File: config.mk
export PLATFORM = sky130hd
export DESIGN_NAME = t5_hart
export DESIGN_NICKNAME = d
export VERILOG_FILES = /design/src/rtl/t5_pkg.sv /design/src/rtl/t5_rrarb.sv /design/src/rtl/t5_hart.sv
export SDC_FILE = /design/constraint.sdc
export NUM_CORES = 1
export LEC_CHECK = 0
export ABC_AREA = 1
export BUFFER_PORTS_ARGS = -buffer_cell sky130_fd_sc_hd__buf_4
export CORE_AREA = 2 2 129 131
export DETAILED_ROUTE_END_ITERATION = 12
export DIE_AREA = 0 0 131 133
export PLACE_DENSITY = 0.81
export SYNTH_ARGS = -nofsm -noshare
export SYNTH_HDL_FRONTEND = slang
export SYNTH_SLANG_ARGS = --single-unit
File: constraint.sdc
create_clock -name clk -period 3.84 [get_ports clk]
set_input_delay 0 -clock clk [delete_from_list [all_inputs] [get_ports clk]]
set_output_delay 0 -clock clk [all_outputs]
set_load 0.05 [all_outputs]
File: src/rtl/t5_pkg.sv
// ------------------------------------------------------------------
// t5_pkg: shared constants and types for the four-hart scheduler.
// Rev 1.0
// ------------------------------------------------------------------
`default_nettype none

package t5_pkg;
   localparam int NHART     = 4;
   localparam int HART_W    = 2;
   localparam int WORD_XLEN = 32;

   typedef logic [HART_W-1:0]    hart_t;
   typedef logic [WORD_XLEN-1:2] wadr_t;
endpackage

`default_nettype wire

File: src/rtl/t5_rrarb.sv
// ------------------------------------------------------------------
// t5_rrarb: combinational 4-way round-robin picker, priority from rr.
// Rev 1.0
// ------------------------------------------------------------------
`default_nettype none

module t5_rrarb
   import t5_pkg::*;
(
   input  logic [NHART-1:0] req,
   input  hart_t            rr,
   output hart_t            gnt,
   output logic             vld
);

   hart_t idx;

   // Walk from the farthest candidate back to rr so the nearest requester wins.
   always_comb begin
      gnt = rr;
      vld = 1'b0;
      idx = '0;
      for (int k = NHART - 1; k >= 0; k--) begin
         idx = rr + hart_t'(k);
         if (req[idx]) begin
            gnt = idx;
            vld = 1'b1;
         end
      end
   end

endmodule

`default_nettype wire

File: src/rtl/t5_hart.sv
// ------------------------------------------------------------------
// t5_hart: per-hart PC file, round-robin issue and fetch address output.
// Rev 1.0
// ------------------------------------------------------------------
`default_nettype none

module t5_hart
   import t5_pkg::*;
#(
   parameter int               XLEN    = 32,
   parameter logic [XLEN-1:0]  RST_VEC = XLEN'(32'h0000_0000)
) (
   input  logic              clk,
   input  logic              rst,
   input  logic              ena,
   input  logic              wb_stb,
   input  hart_t             wb_hart,
   input  logic [XLEN-1:2]   wb_pc,
   input  logic              start_stb,
   input  hart_t             start_hart,
   input  logic [XLEN-1:2]   start_pc,
   input  logic              halt_stb,
   input  hart_t             halt_hart,
   output logic [XLEN-1:2]   fadr,
   output hart_t             fhart,
   output logic              fvld,
   output logic [NHART-1:0]  run
);

   logic [XLEN-1:2]  pcf_q [NHART];
   logic [XLEN-1:2]  pcf_d [NHART];
   logic [NHART-1:0] run_q, run_d, pend_q, pend_d;
   logic [NHART-1:0] wb_mask, halt_mask, elig;
   logic [XLEN-1:2]  fadr_q, fadr_d;
   hart_t            fhart_q, fhart_d, rr_q, rr_d, gnt;
   logic             fvld_q, fvld_d, gnt_vld;

   // A retiring hart is eligible in the same scan; a hart being halted is not.
   always_comb begin
      wb_mask   = '0;
      halt_mask = '0;
      if (wb_stb)   wb_mask[wb_hart]     = 1'b1;
      if (halt_stb) halt_mask[halt_hart] = 1'b1;
      elig = run_q & ~(pend_q & ~wb_mask) & ~halt_mask;
   end

   t5_rrarb u_arb (
      .req (elig),
      .rr  (rr_q),
      .gnt (gnt),
      .vld (gnt_vld)
   );

   always_comb begin
      pcf_d   = pcf_q;
      run_d   = run_q;
      pend_d  = pend_q;
      fadr_d  = fadr_q;
      fhart_d = fhart_q;
      fvld_d  = fvld_q;
      rr_d    = rr_q;
      if (ena) begin
         if (wb_stb) begin
            pcf_d[wb_hart]  = wb_pc;
            pend_d[wb_hart] = 1'b0;
         end
         if (gnt_vld) begin
            fadr_d      = pcf_d[gnt];
            fhart_d     = gnt;
            fvld_d      = 1'b1;
            pend_d[gnt] = 1'b1;
            rr_d        = gnt + 2'd1;
         end else begin
            fvld_d = 1'b0;
         end
         // Start is applied after writeback so start_pc wins on a parked hart.
         if (start_stb && !run_q[start_hart]) begin
            pcf_d[start_hart]  = start_pc;
            pend_d[start_hart] = 1'b0;
            run_d[start_hart]  = 1'b1;
         end
         if (halt_stb) run_d[halt_hart] = 1'b0;
      end
   end

   always_ff @(posedge clk) begin
      if (rst) begin
         pcf_q[0] <= RST_VEC[XLEN-1:2];
         for (int h = 1; h < NHART; h++) pcf_q[h] <= '0;
         run_q   <= {{(NHART-1){1'b0}}, 1'b1};
         pend_q  <= '0;
         fadr_q  <= '0;
         fhart_q <= '0;
         fvld_q  <= 1'b0;
         rr_q    <= '0;
      end else begin
         pcf_q   <= pcf_d;
         run_q   <= run_d;
         pend_q  <= pend_d;
         fadr_q  <= fadr_d;
         fhart_q <= fhart_d;
         fvld_q  <= fvld_d;
         rr_q    <= rr_d;
      end
   end

   assign fadr  = fadr_q;
   assign fhart = fhart_q;
   assign fvld  = fvld_q;
   assign run   = run_q;

endmodule

`default_nettype wire

==> results of run 1 <==
[placed cells by master, fill, tap and decap left out, types with 18 or more instances in the layout]
cell type,n
inv_1,189
nor2_1,103
o211ai_1,23
o221ai_1,34
a221oi_1,18
buf_4,130
dlygate4sd3_1,34
a31oi_1,34
nand4_1,47
nand2_1,508
dfxtp_1,163
o21ai_0,122
nand3_1,111
o21a_1,36
[kinds of logic (layout without fill, tap and decap cells)]
group | Yosys count | after routing | share of synthesized area (%)
flops | 163 | 163 | 34.2
simple gates | 782 | 782 | 34.0
xor+xnor | 2 | 2 | 0.184
buf+inv | 305 | 390 | 12.6
compound gates | 284 | 284 | 19.0
[where the power goes]
group	switching [µW]	internal, µW	leakage (µW)
Clock	687	1230	0.000313
Combinational	1940	715	0.00373
Sequential	158	1920	0.00133
[critical path: stages (launching register included)]
cell and delay, ns:
dfxtp_1 0.52, xor2_1 0.27, inv_1 0.11, nand3_1 0.09, nand2_1 0.09, o21ai_2 0.18, nand2_1 0.07, nand2_1 0.09
nand2_2 0.52, nor2_4 0.62, nand2_1 0.14, nand2_1 0.09, nor2_1 0.06, nor2_1 0.08
[per-layer routing]
| metal | track usage [%] | routed length [µm] | up-vias |
|---|---|---|---|
| met5 | 0 | 0 | - |
| met4 | 17.7 | 1190 | 0 |
| met3 | 7.00 | 4120 | 126 |
| met2 | 55.8 | 13900 | 792 |
| met1 | 50.4 | 13100 | 4914 |
| li1 | - | - | 5162 |
[sequential cells by signal, summed over array words and instances (netlist names)]
signal	count
pcf_q	120
fadr	30
pend_q	4
run	4
fhart	2
rr_q	2
fvld	1
[per-stage QoR]
| stage | hold slack (ns) | utilization (%) |
|---|---|---|
| floorplan | 0.155 | - |
| global placement | 0.271 | 64.0 |
| detailed placement | 0.275 | 64.0 |
| CTS | 0.00236 | 70.1 |
| global route | 0.0591 | 70.1 |
| finish | 0.0165 | 70.1 |
[final timing paths]
path | startpoint | to | slack, ns | cells after the start
worst max-delay path | rr_q[0] | fadr[19] | 0.82 | 13
worst max register to register | rr_q[0] | fadr[19] | 0.82 | 13
worst min-delay path | start_pc[7] | pcf_q[35] | 0.02 | 5
worst min register to register | pend_q[2] | pend_q[2] | 0.47 | 2
[final cells by class]
class	count	area share [%]
Multi-Input combinational cell	1068	45.0
Sequential cell	163	28.8
Timing Repair Buffer	164	11.6
Inverter	195	6.46
Clock buffer	21	3.97
Tap cell	220	2.43
Clock inverter	10	1.81
==> qor.yml, run 1 <==
status: "completed"
cp-end-kind: "register"
p_leak_uw: 0.00537
fillerInstances: 1397
regArea_um2: 3260
ys.flop_type: "dfxtp_1"
drv_cap: 0
die_width_um: 131
hpwl_mm: 19.5
antenna_found_initial: 0
tightest_slew_ns: 1.01
timing.final.crit_share_pct: 78.7
dp.cells: 1776
vias_per_cell: 5.97
multiInputGateArea_um2: 5100
drt-total-wl_mm: 32.4
worstPathRequired_ns: 4.20
setup_tns_ns: 0
ys_ff_latch: 163
cts_resized: 0
avgRoutedWirePerCell_um: 17.6
synth_area_leader_cell: "dfxtp_1"
ir_drop_v: 0.000367
ctsHoldBuffers: 34
ys_warn_count: 0
post-route-min-period_ns: 3.02
cts_tree: "done"
rsz0062_at_grt: "no"
overflow: 0
crit_fanout: 35
fin_skew_ns: 0.00758
area_growth_pct: 18.9
final_nets: 1681
route.detailed.drc: 0
grt_max_degree: 89
start_kind: "register"
route.vias.total: 11000
hold_class: "input port to register"
drtPass1Iterations: 6
cts_setup_buffers: 0
clock.fmax_mhz: 331
antenna_cells: 0
root_buffer: "clkbuf_16"
die_y_um: 133
synth_top_area_share_pct: 34.2
gp_congestion: 0.875
ys_top_cells_by_area: "dfxtp_1, nand2_1, inv_1"
place_area_um2: 10300
async_flop_share_pct: 0
path_class: "register to register"
num_rows: 47
clkSinkCount: 163
worstSkewPairLatency_ns: 0.43
finalNonFillerCells: 1841
grt_pass1_vias: 9746
power.total_uw: 6650
top_level_ports: 109
avgSynthCellArea_um2: 6.21
p_per_area_nw_per_um2: 586
cts-buffers-inserted: 17
slew_violations: 0
fin_area_um2: 11300
synth_edf_count: 0
finalWorstSetupSlack_ns: 0.820
drive_gt1_share_pct: 10.9
synthesis.area_um2: 9540
pre_cts_ws_ns: 0.986
core_area_um2: 16200
htree_levels: 4
die_area_um2: 17400
ant_nets: 0
drt-initial-drc-count: 1410
seq_area_frac_synth_pct: 34.2
netlist_instances: 1536
syn_nets: 1608
cp_data_arrival_time_ns: 3.38
relSlewSlack_pct: 32.3
grt_usage_pct: 36.9
synth_cell_types: 29
clkTransAtPathRegs_ns: 0.06
io_buffers: 108
initial_utilization_pct: 59.0
synth.most_common_cell: "nand2_1"
ys_top_cells_by_count: "nand2_1, inv_1, dfxtp_1"
clockBufferDepth: 2
grt_pass1_wl_mm: 49.9
setup_violations: 0
finalHoldViolCount: 0
Power figures use the tool's default switching activity.
==> run 2: changes to the inputs <==
- CORE_AREA: 2 2 129 131 -> 2 2 131 133
- DIE_AREA: 0 0 131 133 -> 0 0 133 135
- PLACE_DENSITY: 0.81 -> 0.79
- clock period: 3.84 -> 3 ns (I/O delays scaled with it)
==> qor.yml, run 2 (synthesized netlist as in run 1, its figures left out) <==
io_buffers: 108  # unchanged
final_util_pct: 69.1  # -1.0 points
crit_fanout: 12  # -66%
vias_per_cell: 5.91  # -1.0%
post-route-min-period_ns: 2.75  # -0.270 ns
avgRoutedWirePerCell_um: 17.6  # -0.21%
hold_start: "start_pc[7]"
cp.buffers_inverters: 2  # +1
finalHoldViolCount: 0  # unchanged
drive_gt1_share_pct: 11.7  # +0.75 points
pwr-share-clk_pct: 26.2  # -2.6 points
final_nets: 1688  # +0.42%
p_comb_share_pct: 41.1  # +1.2 points
fillerInstances: 1460  # +4.5%
die_width_um: 133  # +1.5%
num_rows: 47  # unchanged
clockBufferDepth: 2  # unchanged
grt_pass1_wl_mm: 52.1  # +4.3%
multiInputGateArea_um2: 5100  # about the same
die_area_um2: 18000  # +3.1%
cp_cell_sequence: "nand2_1 -> nand3_1 -> a221oi_1 -> nand2_1 -> nor2_2 -> inv_1 -> a221oi_1 -> dlygate4sd3_1"
status: "completed"
route.vias.total: 10900  # -0.63%
cp_slowest_cell: "dlygate4sd3_1"
grt_pass1_vias: 10100  # +4.1%
dr_wl_met2_mm: 14.0  # +0.67%
hpwl_mm: 20.0  # +2.9%
seqPwrFrac_pct: 32.6  # +1.3 points
top_layer_used: "met5"
largest_reg_flops: 120  # unchanged
whs_ns: 0.00323  # -0.0133 ns
r2r_setup_slack_ns: 0.25  # -0.57 ns
rsz0062_at_grt: "no"
cp_data_arrival_time_ns: 3.12  # -0.26 ns
worstSkewPairLatency_ns: 0.43  # about the same
final_common_cell: "nand2_1"
timing.final.crit_share_pct: 91.7  # +13 points
gp_congestion: 0.923  # +5.6%
tightest_slew_ns: 1.00  # -0.0105 ns
timing.rr.start: "run[0]"
slew_violations: 0  # unchanged
switching_share_pct: 43.6  # +1.7 points
top_level_ports: 109  # unchanged
drt-initial-drc-count: 1433  # +1.6%
internal_power_uw: 4700  # +22%
p_sw_uw: 3630  # +30%
worstPathRequired_ns: 3.37  # -0.83 ns
met1_length_mm: 13.1  # -0.24%
hold_class: "input port to register"
regMostFlops: "pcf_q"
overflow: 0  # unchanged
startpoint: "run[0]"
routed-wl-met3_mm: 4.11  # -0.36%
clock.fmax_mhz: 364  # +9.8%
path_class: "register to register"
max_stage_delay_ns: 0.58  # -0.04 ns
antenna_found_initial: 1  # +1
root_buffer: "clkbuf_16"
route.detailed.drc: 0  # unchanged
die_y_um: 135  # +1.5%
clkSinkCount: 163  # unchanged
p_leak_uw: 0.00538  # +0.18%
core_area_um2: 16400  # +1.5%
cp-end-kind: "register"
htree_levels: 4  # unchanged
cts_tree: "done"
fin_skew_ns: 0.00600  # -0.00158 ns
cts-buffers-inserted: 17  # unchanged
drt-total-wl_mm: 32.4  # +0.17%
grt_usage_pct: 36.5  # -0.35 points
ir_drop_v: 0.000668  # +82%
finalNonFillerCells: 1848  # +0.38%
final_cell_mix: "nand2_1, inv_1, dfxtp_1"
area_growth_pct: 18.8  # about the same
grt_max_degree: 86  # -3.4%
ant_nets: 0  # unchanged
p_per_area_nw_per_um2: 734  # +25%
initial_utilization_pct: 58.1  # -0.85 points
drtPass1Iterations: 5  # -1
relSlewSlack_pct: 33.0  # +0.70 points
cts_setup_buffers: 0  # unchanged
cp_top_family: "buffers and inverters"
clkTransAtPathRegs_ns: 0.06  # about the same
dp.cells: 1786  # +0.56%
start_kind: "register"
regArea_um2: 3260  # unchanged
setup_violations: 0  # unchanged
setup_tns_ns: 0  # unchanged
drv_cap: 0  # unchanged
antenna_cells: 0  # unchanged
-- run 2: cell types whose count changed in the layout (fill, tap and decap cells not counted), sizes merged --
cell,before,now
buf,130,140
bufinv,6,2
clkinv,4,7
clkinvlp,2,3
dlygate4sd3,34,31
-- run 2: layer usage --
| layer | vias up | global-route usage [%] |
|---|---|---|
| met5 | - | 0 |
| met4 | 2 | 16.4 |
| met3 | 116 | 7.51 |
| met2 | 720 | 57.0 |
| met1 | 4919 | 49.0 |
| li1 | 5168 | - |
-- run 2: power groups by stage --
stage               sequential [µW]  combinational [µW]  clock [µW]
finish                         2720                3430        2180
global route                   2730                3650        2280
CTS                            2690                3360        2180
detailed placement             2740                3310           0
global placement               2730                3290           0
floorplan                      3350                1660           0
-- run 2: worst register-to-register path: stages, from the launching register on --
cell and delay (ns):
dfxtp_1 0.34, nand2_1 0.09, nand3_1 0.08, a221oi_1 0.38
nand2_1 0.16, nor2_2 0.36, inv_1 0.38, a221oi_1 0.32
dlygate4sd3_1 0.58
-- run 2: path summary, 6_finish.rpt --
path,to,cells after the start
worst min-delay path,pcf_q[35],5
worst max-delay path,run[2],8
worst max register to register,run[2],8
worst min register to register,pend_q[2],2
-- run 2: stage by stage --
| stage | instance area (µm²) | setup WS, ns | total power (µW) |
|---|---|---|---|
| finish | 11300 | 0.249 | 8330 |
| detailed placement | 10400 | 0.477 | 6050 |
| global route | 11300 | 0.146 | 8660 |
| global placement | 10400 | 0.572 | 6020 |
| CTS | 11300 | 0.0993 | 8230 |
| floorplan | 9540 | 0.781 | 5010 |
-- run 2: layout make-up --
| cell class | count | area share [%] |
|---|---|---|
| clock buffers | 21 | 4.15 |
| flip-flops and latches | 163 | 28.8 |
| well taps | 220 | 2.43 |
| clock inverters | 10 | 0.949 |
| repair buffers | 171 | 12.2 |
| inverters | 195 | 6.47 |
| multi-input cells | 1068 | 45.0 |
-- run 2: timing repair --
action,4_1_cts,5_1_grt
resized for setup,0,1
hold buffers,31,0
hold endpoints to repair,81,0
endpoints found under the setup margin,0,1
==> run 3: changes to the inputs <==
- PLACE_DENSITY: 0.79 -> 0.85
==> qor.yml, run 3 (synthesized netlist as in run 1, its figures left out) <==
cpMostUsedCell: "nand2_1"
final_nets: 1687  # -0.059%
top_level_ports: 109  # unchanged
p_sw_uw: 3590  # -1.1%
antenna_cells: 0  # unchanged
setup_violations: 0  # unchanged
grt_pass1_vias: 10100  # -0.069%
root_buffer: "clkbuf_16"
regMostFlops: "pcf_q"
cts-buffers-inserted: 17  # unchanged
final_util_pct: 69.5  # +0.40 points
clkSinkCount: 163  # unchanged
max_stage_delay_ns: 0.51  # -0.07 ns
area_growth_pct: 19.5
grt_max_degree: 94  # +9.3%
cp_slowest_cell: "dfxtp_1"
htree_levels: 4  # unchanged
p_leak_uw: 0.00541  # +0.65%
die_area_um2: 18000  # unchanged
pwr-share-clk_pct: 27.4  # +1.2 points
internal_power_uw: 4840  # +2.9%
seqPwrFrac_pct: 32.2  # -0.4 points
drive_gt1_share_pct: 11.4  # -0.25 points
grt_pass1_wl_mm: 50.9  # -2.2%
status: "completed"
dp.cells: 1783  # -0.17%
final_common_cell: "nand2_1"
fin_area_um2: 11400  # +0.58%
antenna_found_initial: 0  # -1
clock.fmax_mhz: 371  # +2.1%
hpwl_mm: 19.7  # -1.7%
path_class: "register to register"
ctsHoldBuffers: 33  # +6.5%
route.vias.total: 11000  # +0.27%
worstSkewPairLatency_ns: 0.43  # about the same
drtPass1Iterations: 6  # +1
ir_drop_v: 0.000711  # +6.4%
worstPathRequired_ns: 3.37  # about the same
drt-initial-drc-count: 1531  # +6.8%
timing.final.crit_share_pct: 89.8  # -1.9 points
die_width_um: 133  # unchanged
p_comb_share_pct: 40.4  # -0.7 points
fin_skew_ns: 0.00732  # +0.00132 ns
cts_resized: 0  # unchanged
largest_reg_flops: 120  # unchanged
hold_class: "input port to register"
cp_data_arrival_time_ns: 3.07  # -0.05 ns
p_per_area_nw_per_um2: 739  # +0.58%
post-route-min-period_ns: 2.69  # -0.0574 ns
cts_setup_buffers: 0  # unchanged
avgRoutedWirePerCell_um: 17.2  # -2.0%
tightest_slew_ns: 0.929  # -0.0746 ns
rsz0062_at_grt: "no"
clockBufferDepth: 2  # unchanged
relSlewSlack_pct: 38.0  # +5.0 points
start_kind: "register"
drv_cap: 0  # unchanged
num_rows: 47  # unchanged
cts_tree: "done"
route.detailed.drc: 0  # unchanged
io_buffers: 108  # unchanged
final_cell_mix: "nand2_1, inv_1, dfxtp_1"
grt_usage_pct: 35.5  # -1.0 points
finalHoldViolCount: 0  # unchanged
fillerInstances: 1390  # -4.8%
core_area_um2: 16400  # unchanged
overflow: 0  # unchanged
cp-end-kind: "register"
clkTransAtPathRegs_ns: 0.06  # about the same
die_y_um: 135  # unchanged
cp_cell_sequence: "xor2_1 -> inv_1 -> nand3_1 -> nand2_1 -> o21ai_2 -> nand2_1 -> nand2_1 -> nand2_2 -> nor2_4 -> nand2_1 -> nand2_1 -> nor2_1 -> nor2_1"
switching_share_pct: 42.6  # -0.96 points
crit_fanout: 20  # +8
gp_congestion: 0.923  # about the same
ant_nets: 0  # unchanged
finalNonFillerCells: 1848  # unchanged
slew_violations: 0  # unchanged
initial_utilization_pct: 58.1  # unchanged
whs_ns: 0.00859  # +0.00536 ns
vias_per_cell: 5.93  # +0.27%
drt-total-wl_mm: 31.8  # -2.0%
setup_tns_ns: 0  # unchanged
place_area_um2: 10500  # about the same
## run 3: changes by cell type in the layout (fill, tap and decap cells not counted), sizes merged
cell and change:
clkbuf +3, dlygate4sd3 +2, bufinv +1, clkinvlp -3, buf -3
## run 3: layout make-up
class,instances,area [µm²],area share (%)
inverters,195,733,6.43
repair buffers,170,1410,12.4
flip-flops and latches,163,3260,28.6
well taps,220,275,2.41
clock buffers,24,502,4.40
clock inverters,8,123,1.08
multi-input cells,1068,5100,44.7
## run 3: per-layer routing
layer / vias to the layer above / track usage, % / share of wire [%]
met5: - / 0 / 0
met4: 0 / 18.8 / 4.2
met3: 128 / 7.77 / 13
met2: 767 / 55.0 / 44
met1: 4885 / 46.4 / 39
li1: 5174 / - / -
## run 3: stage by stage
step	total power, µW	worst slack (ns)
finish	8430	0.307
global placement	5950	0.586
floorplan	5010	0.781
detailed placement	6000	0.443
CTS	8320	0.412
global route	8750	0.0644
## run 3: worst paths after layout
| kind | startpoint | endpoint | slack (ns) | cells past startpoint |
|---|---|---|---|---|
| worst max-delay path | rr_q[0] | fadr[22] | 0.31 | 13 |
| worst min-delay path | halt_stb | run[3] | 0.009 | 3 |
| worst max register to register | rr_q[0] | fadr[22] | 0.31 | 13 |
| worst min register to register | pend_q[2] | pend_q[2] | 0.46 | 2 |
## run 3: power groups by stage
stage	sequential (µW)	clock, µW	combinational (µW)
floorplan	3350	0	1660
global placement	2730	0	3230
detailed placement	2730	0	3270
CTS	2690	2310	3320
global route	2730	2400	3620
finish	2710	2310	3400
## run 3: worst max-delay path, delay by kind of cell, from the launching register on
kind / cells / cell delay [ns]
AO/OA/AOI/OAI: 1 / 0.20
buffers and inverters: 1 / 0.12
AND/OR/NAND/NOR: 10 / 1.51
flip-flops: 1 / 0.51
XOR/XNOR: 1 / 0.29
